==> src/rtl/dma_ext_port_arbiter.sv <==
// rtl/dma_ext_port_arbiter.sv - two-channel OBI master arbiter with in-order response routing
module dma_ext_port_arbiter #(
   parameter int ADDR_WIDTH      = 32,
   parameter int DATA_WIDTH      = 32,
   parameter int MAX_OUTSTANDING = 4
) (
   input  logic                                clk_i,
   input  logic                                rst_ni,
   input  logic [1:0]                          ch_req_i,
   output logic [1:0]                          ch_gnt_o,
   input  logic [2*ADDR_WIDTH-1:0]             ch_addr_i,
   input  logic [1:0]                          ch_we_i,
   input  logic [2*(DATA_WIDTH/8)-1:0]         ch_be_i,
   input  logic [2*DATA_WIDTH-1:0]             ch_wdata_i,
   output logic [1:0]                          ch_rvalid_o,
   output logic [DATA_WIDTH-1:0]               ch_rdata_o,
   output logic                                ext_req_o,
   input  logic                                ext_gnt_i,
   output logic [ADDR_WIDTH-1:0]               ext_addr_o,
   output logic                                ext_we_o,
   output logic [DATA_WIDTH/8-1:0]             ext_be_o,
   output logic [DATA_WIDTH-1:0]               ext_wdata_o,
   input  logic                                ext_rvalid_i,
   input  logic [DATA_WIDTH-1:0]               ext_rdata_i,
   output logic [$clog2(MAX_OUTSTANDING):0]    outstanding_o,
   output logic                                err_o
);

   localparam int BW = DATA_WIDTH / 8;
   localparam int PW = $clog2(MAX_OUTSTANDING);
   localparam int CW = PW + 1;

   logic [MAX_OUTSTANDING-1:0] id_mem;
   logic [PW-1:0]              wr_ptr;
   logic [PW-1:0]              rd_ptr;
   logic [CW-1:0]              count;
   logic                       lock;
   logic                       lock_id;
   logic                       prio;
   logic                       err_q;

   logic sel;
   logic full;
   logic empty;
   logic push;
   logic pop;
   logic head_id;

   // A stalled request keeps its channel selected so the address phase stays stable.
   always_comb begin
      sel = prio;
      if (lock) begin
         sel = lock_id;
      end else if (ch_req_i == 2'b01) begin
         sel = 1'b0;
      end else if (ch_req_i == 2'b10) begin
         sel = 1'b1;
      end
   end

   assign full  = (count == CW'(MAX_OUTSTANDING));
   assign empty = (count == '0);

   assign ext_req_o   = ch_req_i[sel] & ~full;
   assign ext_addr_o  = sel ? ch_addr_i[2*ADDR_WIDTH-1:ADDR_WIDTH] : ch_addr_i[ADDR_WIDTH-1:0];
   assign ext_we_o    = sel ? ch_we_i[1] : ch_we_i[0];
   assign ext_be_o    = sel ? ch_be_i[2*BW-1:BW] : ch_be_i[BW-1:0];
   assign ext_wdata_o = sel ? ch_wdata_i[2*DATA_WIDTH-1:DATA_WIDTH] : ch_wdata_i[DATA_WIDTH-1:0];

   assign push     = ext_req_o & ext_gnt_i;
   assign ch_gnt_o = {push & sel, push & ~sel};

   assign pop         = ext_rvalid_i & ~empty;
   assign head_id     = id_mem[rd_ptr];
   assign ch_rvalid_o = {pop & head_id, pop & ~head_id};
   assign ch_rdata_o  = ext_rdata_i;

   assign outstanding_o = count;
   assign err_o         = err_q;

   always_ff @(posedge clk_i or negedge rst_ni) begin
      if (!rst_ni) begin
         id_mem  <= '0;
         wr_ptr  <= '0;
         rd_ptr  <= '0;
         count   <= '0;
         lock    <= 1'b0;
         lock_id <= 1'b0;
         prio    <= 1'b0;
         err_q   <= 1'b0;
      end else begin
         if (push) begin
            id_mem[wr_ptr] <= sel;
            wr_ptr         <= wr_ptr + PW'(1);
            prio           <= ~sel;
         end
         if (pop) begin
            rd_ptr <= rd_ptr + PW'(1);
         end
         case ({push, pop})
            2'b10:   count <= count + CW'(1);
            2'b01:   count <= count - CW'(1);
            default: count <= count;
         endcase
         // Clears on handshake and also when the locked channel withdraws its request.
         lock <= ext_req_o & ~ext_gnt_i;
         if (ext_req_o & ~ext_gnt_i) begin
            lock_id <= sel;
         end
         if (ext_rvalid_i & empty) begin
            err_q <= 1'b1;
         end
      end
   end

endmodule

==> config.mk <==
export PLATFORM = sky130hd
export DESIGN_NAME = dma_ext_port_arbiter
export DESIGN_NICKNAME = d
export VERILOG_FILES = /design/src/rtl/dma_ext_port_arbiter.sv
export SDC_FILE = /design/constraint.sdc
export NUM_CORES = 1
export LEC_CHECK = 0
export CELL_PAD_IN_SITES_DETAIL_PLACEMENT = 0
export CELL_PAD_IN_SITES_GLOBAL_PLACEMENT = 1
export CORE_ASPECT_RATIO = 1.1
export CORE_MARGIN = 10
export CORE_UTILIZATION = 13
export CTS_CLUSTER_SIZE = 30
export DETAILED_ROUTE_END_ITERATION = 8
export HOLD_SLACK_MARGIN = 0.1
export PLACE_DENSITY = 0.78
export SYNTH_ARGS = -nofsm -noshare
export SYNTH_HDL_FRONTEND = slang
export SYNTH_SLANG_ARGS = --single-unit
==> constraint.sdc <==
create_clock -name clk_i -period 2.9 [get_ports clk_i]
set_input_delay 0.87 -clock clk_i [delete_from_list [all_inputs] [get_ports clk_i]]
set_output_delay 0.87 -clock clk_i [all_outputs]
set_load 0.005 [all_outputs]
==> impl_results.md, run 1 <==
* VDD IR max at 0.0004428 V
* CP Cell Sequence: buf_8 -> inv_8 -> a21oi_4 -> o31ai_4 -> buf_12 -> buf_6 -> buf_4 -> mux2_4 -> buf_6
* Syn Area/Cell at 10.26 µm²
* Status: finished, violations left
* Vias in the first global route at 2622
* Synthesized cell area at 1949 µm²
* Setup ws final at -261.9 ps
* Final net count at 600
* Min Clock Period, post-route at 3162 ps
* Worst hold slack at 459.1 ps
* Vias at 2404
* Die Span Y at 148.4 µm
* Filler Cell Count at 1445
* Max H-tree Level at 1
* Root Driver: clkbuf_16
* Clock Skew at 2.090 ps
* Worst setup EP type: output pin
* Syn Nets at 372
* Register area at 375.4 µm²
* CP most frequent cell: buf_6
* Initial Util at 13.39%
* Slew HR at 52.86%
* Hpwl dp at 11950 µm
* First-pass GRT wire length at 19780 µm
* Area delta synth->final at 157.8%
* CP delay by family, top: buffers and inverters
* Dpl ws at -999.6 ps
* Synth unique cells at 33
* Die area at 20300 µm²
* Slowest CP cell: o31ai_4
* Crit path DAT at 2290 ps
* Failing checks: negative setup slack
* Final hold violations at 0
* Top post-synthesis cells by area: mux2_2 (37%), dfrtp_1 (19%), buf_4 (12%)
* Global route overflow at 0
* Crit Path Max Fanout at 7
* Worst Hold Class: register to register
* Ys Warns at 0
* Die W at 136.8 µm
* Clk_lat worst skew at 250 ps
* Gpl congestion at 0.9152
* Crit Path Class: input port to output pin
* Startpoint Class: input port
* Seq/Total Area, Yosys at 19.26%
* Antenna violations before repair at 0
* PwrDens at 705.4 nW/µm²
* Total power at 3.545 mW
* Total GRT Usage at 13.26%
* Ports at 286
* Fin. max-slew vios at 0
* Crit path largest cell delay at 340 ps
* Post-Synthesis Cells at 190
* Buf/Inv on CP at 6
* CTS tree: yes
* Via density per instance at 3.935
* Final setup viols at 69
* Final Cycle Share at 109.0%
* Max cap viols at 0
* Drt total wl at 14790 µm
* Largest net degree at the start of global routing at 16
* Top cell type's share of synthesized area at 36.97%
* Least-Margin Pin Slew at 704.9 ps
* CTS Hold Bufs at 0
* Share of cells above drive strength 1 at 47.00%
* Initial DRC Count at 138
* Area of the multi-input gates at 1500 µm²
* Yosys reg bits at 15
* WL/cell at 24.21 µm
* CTS Buffer Depth at 2
* Inst Count DP at 585
* Largest area contributor in the netlist: mux2_2
* Detailed Routing Iterations Pass 1 at 4
* Fin cells at 611
* Number of I/O port buffers at 221
* Post-DP Area at 4282 µm²
* Residual DRC count at 0
* RSZ-0062 raised after global routing: true
* Row count at 46
* CTS buffer count at 3
* Fin area at 5026 µm²
* Leak Pwr at 2.275 nW
* Worst-path clk slew at 50 ps
* Required @ worst endpoint at 2030 ps
* Antenna-violating nets left at 0
* Core area at 14560 µm²
* FMAX at 0.3163 GHz
* TritonCTS Sinks at 15
## synth_stat cells (all sizes together)
cell    count
xor2        2
a21oi       3
o221a       1
a31oi       9
buf        39
mux2       69
nand2b      3
xnor2       4
dfrtp      15
o21ai       1
nor3        3
o22ai       2
fa          1
o211a       1
inv         8
nand2       6
and2        3
nor3b       1
nor2        5
o21ba       1
clkbuf      1
nor2b       1
ha          5
or2         1
mux4        1
o311a       1
mux2i       1
a21o        1
o31ai       1
## power breakdown
group	internal [mW]	leakage (nW)	switching, mW
sequential	0.314	0.179	0.0930
clock	0.186	0.0371	0.0994
combinational	1.82	2.06	1.03
## placed cells by master, fill, tap and decap left out, types with 2 or more instances in the layout
cell type and n:
a21oi_1 2, a31oi_1 9, and2_1 2, buf_12 3
buf_16 3, buf_4 19, buf_6 80, buf_8 6
clkbuf_16 3, clkdlybuf4s50_1 145, dfrtp_1 15, diode_2 2
dlygate4sd2_1 4, ha_1 5, inv_1 7, mux2_4 69
nand2_1 6, nand2b_1 3, nor2_1 4, nor3_1 3
o22ai_1 2, xnor2_1 4, xor2_1 2
## kinds of logic (layout without fill, tap and decap cells)
| kind of cell | count (synthesis) | after routing | synth area share (%) |
|---|---|---|---|
| other | 0 | 2 | 0 |
| flip-flops | 15 | 15 | 19.26 |
| buffers and inverters | 48 | 275 | 18.10 |
| multiplexers | 71 | 71 | 41.53 |
| adder cells (fa/ha/maj) | 6 | 6 | 4.236 |
| AO/OA/AOI/OAI | 21 | 21 | 8.344 |
| AND/OR/NAND/NOR | 23 | 23 | 5.841 |
| XOR/XNOR | 6 | 6 | 2.696 |
## metrics by stage
step | setup TNS [ps] | utilization [%]
after global routing | -17290 | 34.48
after detailed placement | -66860 | 29.40
after floorplan | 0 | -
after CTS | -16410 | 33.39
final | -14530 | 34.52
after global placement | -66320 | 29.40
## final cells by class
type	instances	share of cell area, %
antenna	2	0.09958
sequential	15	7.468
timing repair buffer	263	55.41
clock inverter	1	0.1494
clock buffer	3	1.494
inverter	8	0.7468
multi-input combinational	127	29.85
tap	192	4.780
## metal layers
metal	part of all wire, %	vias to the layer above	track usage, %
met1	38	1124	15.08
met3	13	6	5.559
met2	49	167	23.09
met4	0.59	0	1.546
met5	0	-	0
li1	-	1107	-
## final timing paths
kind                             startpoint          endpoint  slack, ps  cells past startpoint
min in group asynchronous            rst_ni  outstanding_o[2]       1040                      1
max reg2reg                outstanding_o[0]  outstanding_o[2]        610                     11
min reg2reg                           err_o             err_o        460                      1
max in group asynchronous            rst_ni              lock       1410                      1
min                                   err_o             err_o        460                      1
max                             ch_req_i[0]     ext_addr_o[8]       -260                      9
## flip-flops by register name, summed over array words and instances (netlist names)
register and flops:
id_mem 4, outstanding_o 3, rd_ptr 2, wr_ptr 2, err_o 1, lock 1, lock_id 1, prio 1
## worst register-to-register path, delay by kind of cell, from the launching register on
family                     cells  cell delay (ps)
and+or+nand+nor                3              530
adders and majority gates      2              530
DFF                            1              420
buffers and inverters          3              300
xor gates and xnor gates       2              300
AOI/OAI and AO/OA              1              140
## repair_timing
action,4_1_cts,5_1_grt
pin swaps,3,2
setup endpoints to repair,74,70
resized for setup,420,60
setup buffers,19,3
gates cloned,5,0
No activity file was read; power rests on OpenSTA's default activity.
==> run 2, diff against run 1 <==
--- a/config.mk
+++ b/config.mk
@@ -8,7 +8,6 @@
 export CELL_PAD_IN_SITES_DETAIL_PLACEMENT = 0
 export CELL_PAD_IN_SITES_GLOBAL_PLACEMENT = 1
 export CORE_ASPECT_RATIO = 1.1
-export CORE_MARGIN = 10
 export CORE_UTILIZATION = 13
 export CTS_CLUSTER_SIZE = 30
 export DETAILED_ROUTE_END_ITERATION = 8
==> run 2 against run 1 <==
The run still ends with negative setup slack left. Final cell count grew 0.16%. Routed wire length shrank 18%. Critical path depth grew 2. Utilization grew 0.34 points. Global-route usage grew 1.7 points. Power grew 2.4%. Sequential cell count is the same. Non-clock buffer count grew 3. First-iteration DRC count shrank 60%. Cell area grew 0.57%. Sequential power is essentially flat. Critical path type unchanged. Critical endpoint is now ext_wdata_o[26].
==> impl_results.md, run 2 (synthesis results as in run 1) <==
* Antenna-violating nets left at 0 (unchanged)
* Slew HR at 53.78% (+0.92 points)
* Hpwl dp at 9184 µm (-23%)
* WL/cell at 19.91 µm (-18%)
* R2r setup slk at 560 ps (-50 ps)
* Largest net degree at the start of global routing at 16 (unchanged)
* CTS Hold Bufs at 0 (unchanged)
* Die W at 118.8 µm (-13%)
* Worst Hold Class: register to register
* Clock Skew at 1.799 ps (-0.2911 ps)
* Gpl congestion at 0.8802 (-3.8%)
* Largest register FFs at 4 (unchanged)
* Final Cycle Share at 109.6% (+0.62 points)
* Detailed Routing Iterations Pass 1 at 4 (unchanged)
* Via density per instance at 3.892 (-1.1%)
* Commonest non-fill, non-tap cells in the layout: clkdlybuf4s50_1 (145), buf_6 (70), mux2_4 (62), buf_4 (17), dfrtp_1 (15)
* Area delta synth->final at 159.3%
* Min Clock Period, post-route at 3180 ps (+17.93 ps)
* Worst-path clk slew at 50 ps (about the same)
* Root Driver: clkbuf_16
* Crit Path Max Fanout at 5 (-2)
* Vias in the first global route at 2596 (-0.99%)
* Setup ws final at -279.8 ps (-17.93 ps)
* Max H-tree Level at 1 (unchanged)
* Ports at 286 (unchanged)
* Die Span Y at 130.4 µm (-12%)
* Clk_lat worst skew at 250 ps (about the same)
* Least-Margin Pin Slew at 691.1 ps (-13.80 ps)
* CP endpoint: ext_wdata_o[26]
* CTS Buffer Depth at 2 (unchanged)
* Status: finished, violations left
* TritonCTS Sinks at 15 (unchanged)
* Path depth of the worst reg2reg path at 12 (+1)
* Max cap viols at 0 (unchanged)
* Residual DRC count at 0 (unchanged)
* CTS buffer count at 3 (unchanged)
* Initial DRC Count at 55 (-60%)
* Share of cells above drive strength 1 at 46.90% (-0.098 points)
* Number of I/O port buffers at 221 (unchanged)
* Final setup viols at 69 (unchanged)
* RSZ-0062 raised after global routing: true
* R2r endpoint: outstanding_o[2]
* Die area at 15490 µm² (-24%)
* Dpl ws at -1004 ps (-4.128 ps)
* Antenna violations before repair at 1 (+1)
* Vias at 2382 (-0.92%)
* First-pass GRT wire length at 16800 µm (-15%)
* Setup TNS at -12220 ps (+2307 ps)
* Worst hold slack at 468.1 ps (+8.929 ps)
* CP Launch Point: ch_req_i[0]
* Most flops, register: id_mem
* Core area at 14500 µm² (-0.40%)
* Crit path DAT at 2310 ps (+20 ps)
* Crit Path Class: input port to output pin
* FMAX at 0.3145 GHz (-0.56%)
* Leak Pwr at 2.276 nW (about the same)
* CTS tree: yes
* Drt total wl at 12190 µm (-18%)
* Global route overflow at 0 (unchanged)
* Startpoint Class: input port
* Reg2Reg Launch Point: outstanding_o[0]
* Failing checks: negative setup slack
* Total GRT Usage at 14.99% (+1.7 points)
* Commonest non-fill, non-tap cell in the layout: clkdlybuf4s50_1
* PwrDens at 718.3 nW/µm² (+1.8%)
* Initial Util at 13.44% (+0.053 points)
* Fin. max-slew vios at 0 (unchanged)
* Final hold violations at 0 (unchanged)
* Required @ worst endpoint at 2030 ps (about the same)
* Final net count at 603 (+0.50%)
* # diodes at 0 (-2)
* Row count at 46 (unchanged)
* Worst setup EP type: output pin
* VDD IR max at 0.0005548 V (+25%)
==> run 2: changes by cell type in the layout (fill, tap and decap cells not counted), sizes merged <==
| cell | before | now |
|---|---|---|
| buf | 112 | 116 |
| clkbuf | 4 | 3 |
| clkinv | 0 | 1 |
| clkinvlp | 1 | 0 |
| diode | 2 | 0 |
| dlygate4sd2 | 4 | 5 |
| dlymetal6s2s | 1 | 0 |
==> run 2: metal layers <==
metal / GRT usage [%] / vias up / part of all wire [%]
li1: - / 1104 / -
met4: 2.457 / 2 / 0.72
met5: 0 / - / 0.074
met1: 18.00 / 1110 / 40
met2: 23.25 / 153 / 44
met3: 8.984 / 13 / 15
==> run 2: worst max-delay path, cell delays in order <==
cell	delay [ps]
buf_8	100
inv_6	50
nor2_4	30
o31ai_4	220
buf_6	170
buf_12	110
buf_12	110
buf_8	110
buf_12	100
mux2_4	300
buf_6	120
==> run 2: power breakdown <==
| part | switching [mW] | leakage (nW) | total, mW | internal [mW] |
|---|---|---|---|---|
| clock | 0.0893 | 0.0409 | 0.274 | 0.184 |
| combinational | 1.05 | 2.06 | 2.95 | 1.90 |
| sequential | 0.0964 | 0.179 | 0.410 | 0.314 |
| total | 1.24 | 2.28 | 3.63 | 2.39 |
==> run 2: cell type report <==
type | count | area, µm²
multi-input combinational | 127 | 1475
clock buffer | 3 | 75.07
tap | 192 | 240.2
clock inverter | 1 | 5.005
inverter | 8 | 35.03
timing repair buffer | 266 | 2849
sequential | 15 | 375.4
fill | 1459 | 9449
==> run 2: repair_timing <==
item,4_1_cts,5_1_grt
endpoints found under the setup margin,74,70
gates cloned,6,0
resized for setup,451,16
setup buffers,15,4
pin swaps,2,1
==> run 2: worst min path at each step <==
stage,startpoint,endpoint,cells past startpoint
after floorplan,err_o,err_o,1
after global placement,err_o,err_o,1
after detailed placement,err_o,err_o,1
after CTS,err_o,err_o,1
after global routing,err_o,err_o,1
final,err_o,err_o,1
==> run 2: through the flow <==
| step | utilization (%) | instance area (µm²) | total power [mW] | instances |
|---|---|---|---|---|
| after floorplan | - | 1949 | 1.382 | 190 |
| after global placement | 29.54 | 4284 | 2.483 | 587 |
| after detailed placement | 29.54 | 4284 | 2.521 | 587 |
| after CTS | 34.73 | 5037 | 3.670 | 611 |
| after global routing | 34.85 | 5055 | 3.850 | 612 |
| final | 34.85 | 5055 | 3.631 | 612 |
